--- src/rtl/div_issue_queue_pkg.sv ---
// Shared definitions for the divider issue queue: FSM state encoding and the
// quotient returned for a divide-by-zero request.
package div_pkg;

    typedef enum logic [2:0] {
        StIdle   = 3'd0,
        StIssue  = 3'd1,
        StSettle = 3'd2,
        StWait   = 3'd3,
        StResp   = 3'd4
    } div_state_e;

    // All ones at the widest supported operand size; users slice [N-1:0].
    localparam int unsigned MaxN = 64;
    localparam logic [MaxN-1:0] DBZ_QUOTIENT = '1;

endpackage

--- src/rtl/div_issue_queue_if.sv ---
// Request, divider and response signal bundle for div_issue_queue.
// slave is the queue's view; master is the surrounding environment's view.
interface div_issue_queue_if #(
    parameter int unsigned N     = 8,
    parameter int unsigned DEPTH = 4
);
    localparam int unsigned CntW = $clog2(DEPTH) + 1;

    logic            in_valid;
    logic            in_ready;
    logic [N-1:0]    in_dividend;
    logic [N-1:0]    in_divisor;

    logic            div_valid;
    logic [N-1:0]    div_dividend;
    logic [N-1:0]    div_divisor;
    logic            div_ready;
    logic [N-1:0]    div_quotient;
    logic [N-1:0]    div_remainder;

    logic            out_valid;
    logic            out_ready;
    logic [N-1:0]    out_quotient;
    logic [N-1:0]    out_remainder;
    logic            out_dbz;

    logic [CntW-1:0] fifo_count;

    modport slave (
        input  in_valid, in_dividend, in_divisor,
        output in_ready,
        output div_valid, div_dividend, div_divisor,
        input  div_ready, div_quotient, div_remainder,
        output out_valid, out_quotient, out_remainder, out_dbz,
        input  out_ready,
        output fifo_count
    );

    modport master (
        output in_valid, in_dividend, in_divisor,
        input  in_ready,
        input  div_valid, div_dividend, div_divisor,
        output div_ready, div_quotient, div_remainder,
        input  out_valid, out_quotient, out_remainder, out_dbz,
        output out_ready,
        input  fifo_count
    );

endinterface

--- src/rtl/div_issue_queue_fifo.sv ---
// Synchronous request FIFO for the divider issue queue. Pointers carry one extra
// wrap bit so full and empty are distinguishable without a separate counter.
module div_req_fifo #(
    parameter int unsigned Width = 16,
    parameter int unsigned Depth = 4
) (
    input  logic                     CLK,
    input  logic                     RST,
    input  logic                     push,
    input  logic                     pop,
    input  logic [Width-1:0]         din,
    output logic [Width-1:0]         dout,
    output logic                     full,
    output logic                     empty,
    output logic [$clog2(Depth):0]   count
);
    localparam int unsigned AW = $clog2(Depth);

    logic [Width-1:0] mem_q [Depth];
    logic [AW:0]      wr_ptr_q, wr_ptr_d;
    logic [AW:0]      rd_ptr_q, rd_ptr_d;
    logic             push_ok, pop_ok;

    assign empty = (wr_ptr_q == rd_ptr_q);
    assign full  = (wr_ptr_q[AW] != rd_ptr_q[AW]) && (wr_ptr_q[AW-1:0] == rd_ptr_q[AW-1:0]);
    assign count = wr_ptr_q - rd_ptr_q;
    assign dout  = mem_q[rd_ptr_q[AW-1:0]];

    assign push_ok = push & ~full;
    assign pop_ok  = pop & ~empty;

    always_comb begin
        wr_ptr_d = wr_ptr_q;
        rd_ptr_d = rd_ptr_q;
        if (push_ok) wr_ptr_d = wr_ptr_q + 1'b1;
        if (pop_ok)  rd_ptr_d = rd_ptr_q + 1'b1;
    end

    always_ff @(posedge CLK or posedge RST) begin
        if (RST) begin
            wr_ptr_q <= '0;
            rd_ptr_q <= '0;
        end else begin
            wr_ptr_q <= wr_ptr_d;
            rd_ptr_q <= rd_ptr_d;
        end
    end

    always_ff @(posedge CLK or posedge RST) begin
        if (RST) begin
            for (int i = 0; i < int'(Depth); i++) mem_q[i] <= '0;
        end else if (push_ok) begin
            mem_q[wr_ptr_q[AW-1:0]] <= din;
        end
    end

endmodule

--- src/rtl/div_issue_queue.sv ---
// Operand staging in front of a sequential unsigned divider: queues requests,
// issues one at a time, answers divide-by-zero locally and returns results in order.
module div_issue_queue
    import div_pkg::*;
#(
    parameter int unsigned N     = 8,
    parameter int unsigned DEPTH = 4
) (
    input  logic          CLK,
    input  logic          RST,
    div_issue_queue_if.slave bus
);
    localparam int unsigned CntW = $clog2(DEPTH) + 1;

    logic            fifo_push, fifo_pop, fifo_full, fifo_empty;
    logic [2*N-1:0]  fifo_din, fifo_dout;
    logic [CntW-1:0] fifo_count;
    logic [N-1:0]    head_dividend, head_divisor;

    div_state_e      state_q, state_d;
    logic [N-1:0]    op_dividend_q, op_dividend_d;
    logic [N-1:0]    op_divisor_q, op_divisor_d;
    logic [N-1:0]    res_quotient_q, res_quotient_d;
    logic [N-1:0]    res_remainder_q, res_remainder_d;
    logic            res_dbz_q, res_dbz_d;
    logic            div_valid, out_valid;

    assign fifo_push = bus.in_valid & ~fifo_full;
    assign fifo_din  = {bus.in_dividend, bus.in_divisor};
    assign {head_dividend, head_divisor} = fifo_dout;

    div_req_fifo #(
        .Width (2 * N),
        .Depth (DEPTH)
    ) u_fifo (
        .CLK   (CLK),
        .RST   (RST),
        .push  (fifo_push),
        .pop   (fifo_pop),
        .din   (fifo_din),
        .dout  (fifo_dout),
        .full  (fifo_full),
        .empty (fifo_empty),
        .count (fifo_count)
    );

    always_comb begin
        state_d         = state_q;
        op_dividend_d   = op_dividend_q;
        op_divisor_d    = op_divisor_q;
        res_quotient_d  = res_quotient_q;
        res_remainder_d = res_remainder_q;
        res_dbz_d       = res_dbz_q;
        fifo_pop        = 1'b0;
        div_valid       = 1'b0;
        out_valid       = 1'b0;

        case (state_q)
            StIdle: begin
                if (!fifo_empty) begin
                    fifo_pop      = 1'b1;
                    op_dividend_d = head_dividend;
                    op_divisor_d  = head_divisor;
                    if (head_divisor == '0) begin
                        res_quotient_d  = DBZ_QUOTIENT[N-1:0];
                        res_remainder_d = head_dividend;
                        res_dbz_d       = 1'b1;
                        state_d         = StResp;
                    end else begin
                        state_d = StIssue;
                    end
                end
            end
            StIssue: begin
                div_valid = 1'b1;
                state_d   = StSettle;
            end
            // div_ready may still reflect the previous op here, so it is not sampled.
            StSettle: state_d = StWait;
            StWait: begin
                if (bus.div_ready) begin
                    res_quotient_d  = bus.div_quotient;
                    res_remainder_d = bus.div_remainder;
                    res_dbz_d       = 1'b0;
                    state_d         = StResp;
                end
            end
            StResp: begin
                out_valid = 1'b1;
                if (bus.out_ready) state_d = StIdle;
            end
            default: state_d = StIdle;
        endcase
    end

    always_ff @(posedge CLK or posedge RST) begin
        if (RST) begin
            state_q         <= StIdle;
            op_dividend_q   <= '0;
            op_divisor_q    <= '0;
            res_quotient_q  <= '0;
            res_remainder_q <= '0;
            res_dbz_q       <= 1'b0;
        end else begin
            state_q         <= state_d;
            op_dividend_q   <= op_dividend_d;
            op_divisor_q    <= op_divisor_d;
            res_quotient_q  <= res_quotient_d;
            res_remainder_q <= res_remainder_d;
            res_dbz_q       <= res_dbz_d;
        end
    end

    // Result fields read as zero until a response is actually presented.
    assign bus.in_ready      = ~fifo_full;
    assign bus.div_valid     = div_valid;
    assign bus.div_dividend  = op_dividend_q;
    assign bus.div_divisor   = op_divisor_q;
    assign bus.out_valid     = out_valid;
    assign bus.out_quotient  = out_valid ? res_quotient_q : '0;
    assign bus.out_remainder = out_valid ? res_remainder_q : '0;
    assign bus.out_dbz       = out_valid & res_dbz_q;
    assign bus.fifo_count    = fifo_count;

endmodule

--- src/flat_wrapper.sv ---
// flat-port wrapper written by rule: the top's interface ports become plain ports
module div_issue_queue_flat import div_pkg::*;
#(
    parameter int unsigned N     = 8,
    parameter int unsigned DEPTH = 4
)
  (CLK, RST, bus_in_valid, bus_in_dividend, bus_in_divisor, bus_in_ready, bus_div_valid, bus_div_dividend, bus_div_divisor, bus_div_ready, bus_div_quotient, bus_div_remainder, bus_out_valid, bus_out_quotient, bus_out_remainder, bus_out_dbz, bus_out_ready, bus_fifo_count);
  div_issue_queue_if #(.N(N), .DEPTH(DEPTH)) bus_i ();
  input  logic CLK;
  input  logic RST;
  input wire logic [$bits(bus_i.in_valid)-1:0] bus_in_valid;
  input wire logic [$bits(bus_i.in_dividend)-1:0] bus_in_dividend;
  input wire logic [$bits(bus_i.in_divisor)-1:0] bus_in_divisor;
  output wire logic [$bits(bus_i.in_ready)-1:0] bus_in_ready;
  output wire logic [$bits(bus_i.div_valid)-1:0] bus_div_valid;
  output wire logic [$bits(bus_i.div_dividend)-1:0] bus_div_dividend;
  output wire logic [$bits(bus_i.div_divisor)-1:0] bus_div_divisor;
  input wire logic [$bits(bus_i.div_ready)-1:0] bus_div_ready;
  input wire logic [$bits(bus_i.div_quotient)-1:0] bus_div_quotient;
  input wire logic [$bits(bus_i.div_remainder)-1:0] bus_div_remainder;
  output wire logic [$bits(bus_i.out_valid)-1:0] bus_out_valid;
  output wire logic [$bits(bus_i.out_quotient)-1:0] bus_out_quotient;
  output wire logic [$bits(bus_i.out_remainder)-1:0] bus_out_remainder;
  output wire logic [$bits(bus_i.out_dbz)-1:0] bus_out_dbz;
  input wire logic [$bits(bus_i.out_ready)-1:0] bus_out_ready;
  output wire logic [$bits(bus_i.fifo_count)-1:0] bus_fifo_count;
  assign bus_i.in_valid = bus_in_valid;
  assign bus_i.in_dividend = bus_in_dividend;
  assign bus_i.in_divisor = bus_in_divisor;
  assign bus_in_ready = bus_i.in_ready;
  assign bus_div_valid = bus_i.div_valid;
  assign bus_div_dividend = bus_i.div_dividend;
  assign bus_div_divisor = bus_i.div_divisor;
  assign bus_i.div_ready = bus_div_ready;
  assign bus_i.div_quotient = bus_div_quotient;
  assign bus_i.div_remainder = bus_div_remainder;
  assign bus_out_valid = bus_i.out_valid;
  assign bus_out_quotient = bus_i.out_quotient;
  assign bus_out_remainder = bus_i.out_remainder;
  assign bus_out_dbz = bus_i.out_dbz;
  assign bus_i.out_ready = bus_out_ready;
  assign bus_fifo_count = bus_i.fifo_count;
  div_issue_queue #(.N(N), .DEPTH(DEPTH)) u_core (.CLK(CLK), .RST(RST), .bus(bus_i));
endmodule
--- config.mk ---
export PLATFORM = sky130hd
export DESIGN_NAME = div_issue_queue_flat
export DESIGN_NICKNAME = d
export VERILOG_FILES = /design/src/rtl/div_issue_queue_pkg.sv /design/src/rtl/div_issue_queue_if.sv /design/src/rtl/div_issue_queue_fifo.sv /design/src/rtl/div_issue_queue.sv /design/src/flat_wrapper.sv
export SDC_FILE = /design/constraint.sdc
export NUM_CORES = 1
export LEC_CHECK = 0
export BUFFER_PORTS_ARGS = -buffer_cell sky130_fd_sc_hd__clkbuf_2
export CORE_MARGIN = 3
export CORE_UTILIZATION = 45
export CTS_BUF_LIST = sky130_fd_sc_hd__clkbuf_2
export DETAILED_ROUTE_END_ITERATION = 12
export PLACE_DENSITY = 0.7
export SKIP_CTS_REPAIR_TIMING = 1
export SYNTH_ARGS = -nofsm -noshare
export SYNTH_HDL_FRONTEND = slang
export SYNTH_SLANG_ARGS = --single-unit
--- constraint.sdc ---
create_clock -name CLK -period 9.05 [get_ports CLK]
set_clock_uncertainty 0.2 [all_clocks]
set_input_delay 1.81 -clock CLK [delete_from_list [all_inputs] [get_ports CLK]]
set_output_delay 1.81 -clock CLK [all_outputs]
set_load 0.05 [all_outputs]
==> flow_metrics.env <==
export IMPL_holdWs_ps=308.9
export IMPL_vias=2780
export IMPL_clk_root_buffer_cell="clkbuf_2"
export IMPL_synthDistinctLibCells=30
export IMPL_max_cap_violations=0
export IMPL_syn_to_final_growth_pct=12.08
export IMPL_antenna_found_initial=0
export IMPL_finalPower_uw=2234
export IMPL_grt_pass1_wl_microns=14860
export IMPL_grt_pass1_vias=2890
export IMPL_wl_per_cell_microns=17.27
export IMPL_ant_nets=0
export IMPL_synth_top_cell_area_share_pct=55.66
export IMPL_slew_headroom_pct=31.09
export IMPL_placeableCoreArea_sq_um=10040
export IMPL_clock_sinks=106
export IMPL_synth_top_area_cell="dfrtp_1"
export IMPL_initial_core_util_pct=47.45
export IMPL_syn_nets=357
export IMPL_synth_seq_cells=106
export IMPL_use_met3_pct=4.144
export IMPL_multi_input_area_sq_um=1998
export IMPL_critPathTopFamily="flip-flops"
export IMPL_gp_congestion=0.7753
export IMPL_drcViolationCount=0
export IMPL_syn_inst=312
export IMPL_cp_max_fo=19
export IMPL_dr_pass1_iters=4
export IMPL_ios=76
export IMPL_status="finished, final reports clean"
export IMPL_n_antenna_cell=0
export IMPL_use_met1_pct=23.00
export IMPL_dpl_instance_area_sq_um=5236
export IMPL_post_route_min_period_ps=4574
export IMPL_top_usage_layer="met2"
export IMPL_cts_max_path_buffers=2
export IMPL_leakage_uw=0.002502
export IMPL_drv_slew=0
export IMPL_cpPeakStageDelay_ps=1000
export IMPL_finalHoldViolCount=0
export IMPL_dieArea_sq_um=11860
export IMPL_numCtsBuffers=9
export IMPL_crit_path_cell_trace="ha_1 > fa_1 > inv_1 > clkbuf_2"
export IMPL_row_count=36
export IMPL_die_height_microns=108.9
export IMPL_fillers=850
export IMPL_portBuffers=75
export IMPL_grt_max_degree=83
export IMPL_cts_tree="built"
export IMPL_r2r_slack_ps=5540
export IMPL_fin_nets=427
export IMPL_layout_drive_gt1_share_pct=52.45
export IMPL_grt_util_met2_pct=25.26
export IMPL_tns_ps=0
export IMPL_drt_wl_total_microns=8982
export IMPL_fmax_mhz=218.6
export IMPL_syn_mean_instance_area_sq_um=15.28
export IMPL_first_iter_violations=128
export IMPL_dp_hpwl_microns=6133
export IMPL_finalCritPeriodShare_pct=50.54
export IMPL_hp_class="reg -> reg"
export IMPL_worst_pin_slew_ps=1030
export IMPL_netlist_top_cells_area="dfrtp_1 56%, mux2_2 23%, mux4_2 4.7%"
export IMPL_yosysWarnings=0
export IMPL_grt_ovfl_total=0
export IMPL_setup_violations=0
export IMPL_cp_required_ps=7040
export IMPL_ff_latch_area_sq_um=2653
export IMPL_avgViaCountPerCell=5.346
export IMPL_syn_cell_area_sq_um=4766
export IMPL_clk_pin_slew_ps=240
export IMPL_worst_setup_path_type="reg -> out"
export IMPL_synth_seq_area_share_pct=55.66
export IMPL_rsz0062_at_grt="false"
export IMPL_start_kind="flop"
export IMPL_insertion_delay_ps=540
export IMPL_power_per_cell_area_nw_per_um2=418.2
export IMPL_cp_end_kind="primary output"
export IMPL_die_w_microns=108.9
export IMPL_ir_drop_v=0.0004473
export IMPL_grt_usage_pct=16.45
export IMPL_crit_path_top_delay_cell="dfrtp_1"
export IMPL_cts_htree_levels=3
export IMPL_cp_arrival_ps=2560
export IMPL_path_buf_inv=2
export IMPL_design_area_sq_um=5341
-- where the power goes --
group / switching, uW / leakage [uW] / internal (uW) / total (uW)
Clock: 142 / 0.0000760 / 67.7 / 210
Combinational: 638 / 0.00118 / 533 / 1170
Sequential: 144 / 0.00124 / 710 / 853
-- metal layers --
layer  routed length (microns)  share of wire [%]  vias to the layer above
met2                      4172                 46                       66
met4                        97                1.1                        0
met3                       418                4.7                        8
met1                      4294                 48                     1421
li1                          -                  -                     1285
met5                         0                  0                        -
-- path summary, 6_finish.rpt --
check | from | endpoint | depth (start not counted)
min in group asynchronous | RST | u_core.bus.div_divisor[4] | 2
worst max-delay path | u_core.u_fifo.rd_ptr_q[0] | bus_fifo_count[1] | 4
worst min-delay path | u_core.u_fifo.rd_ptr_q[2] | u_core.u_fifo.rd_ptr_q[2] | 1
max in group asynchronous | RST | u_core.u_fifo.mem_q[26] | 3
worst min register to register | u_core.u_fifo.rd_ptr_q[2] | u_core.u_fifo.rd_ptr_q[2] | 1
worst max register to register | u_core.u_fifo.rd_ptr_q[0] | u_core.res_remainder_q[7] | 5
-- metrics by stage --
stage | instances | setup slack, ps | utilization, %
after floorplan | 312 | 4251 | -
after global placement | 504 | 5056 | 52.13
after detailed placement | 504 | 5054 | 52.13
after CTS | 520 | 4393 | 53.18
after global routing | 520 | 4243 | 53.18
final | 520 | 4476 | 53.18
-- state kept, by name (all words and copies together) (netlist names) --
register / cells
u_core.res_remainder_q: 8
u_core.state_q: 3
u_core.u_fifo.wr_ptr_q: 3
u_core.bus.div_dividend: 8
u_core.bus.div_divisor: 8
u_core.u_fifo.rd_ptr_q: 3
u_core.res_quotient_q: 8
u_core.u_fifo.mem_q: 64
u_core.res_dbz_q: 1
-- cell families (layout without fill, tap and decap cells) --
| family | Yosys count | in the layout | synth area share [%] |
|---|---|---|---|
| xor gates and xnor gates | 6 | 6 | 1.103 |
| adders and majority gates | 8 | 8 | 2.258 |
| and+or+nand+nor | 40 | 40 | 4.909 |
| DFF | 106 | 106 | 55.66 |
| buffers and inverters | 25 | 100 | 2.415 |
| AOI/OAI and AO/OA | 14 | 14 | 2.625 |
| muxes | 113 | 113 | 31.03 |
-- synthesized netlist by cell type --
cell type	n
dfrtp_1	106
mux2_2	96
and3_1	19
mux4_2	10
clkbuf_1	9
nand2_1	8
o22a_1	8
ha_1	7
inv_1	7
mux4_1	6
buf_2	5
xnor2_1	5
a21o_1	2
and2_1	2
buf_1	2
buf_6	2
nand3b_1	2
nor2_1	2
nor3_1	2
nor4_1	2
a21oi_1	1
a22oi_4	1
a32oi_1	1
fa_1	1
mux2_4	1
nand3_1	1
nand4b_2	1
nor3b_1	1
o21ai_0	1
xor2_1	1
-- cell usage in the layout (no fill, tap or decap), drive strengths merged, types with 5 or more instances in the layout --
cell type / netlist / final
ha: 7 / 7
mux2: 97 / 97
and3: 19 / 19
clkbuf: 9 / 88
inv: 7 / 7
o22a: 8 / 8
dfrtp: 106 / 106
nand2: 8 / 8
xnor2: 5 / 5
mux4: 16 / 16
-- layout make-up --
cell class	instances	share of cell area [%]
multi-input cells	181	37.41
repair buffers	77	7.308
clock buffers	13	1.218
flip-flops and latches	106	49.66
clock inverters	3	0.7496
inverters	7	0.5388
well taps	133	3.115
Power figures use the tool's default switching activity.
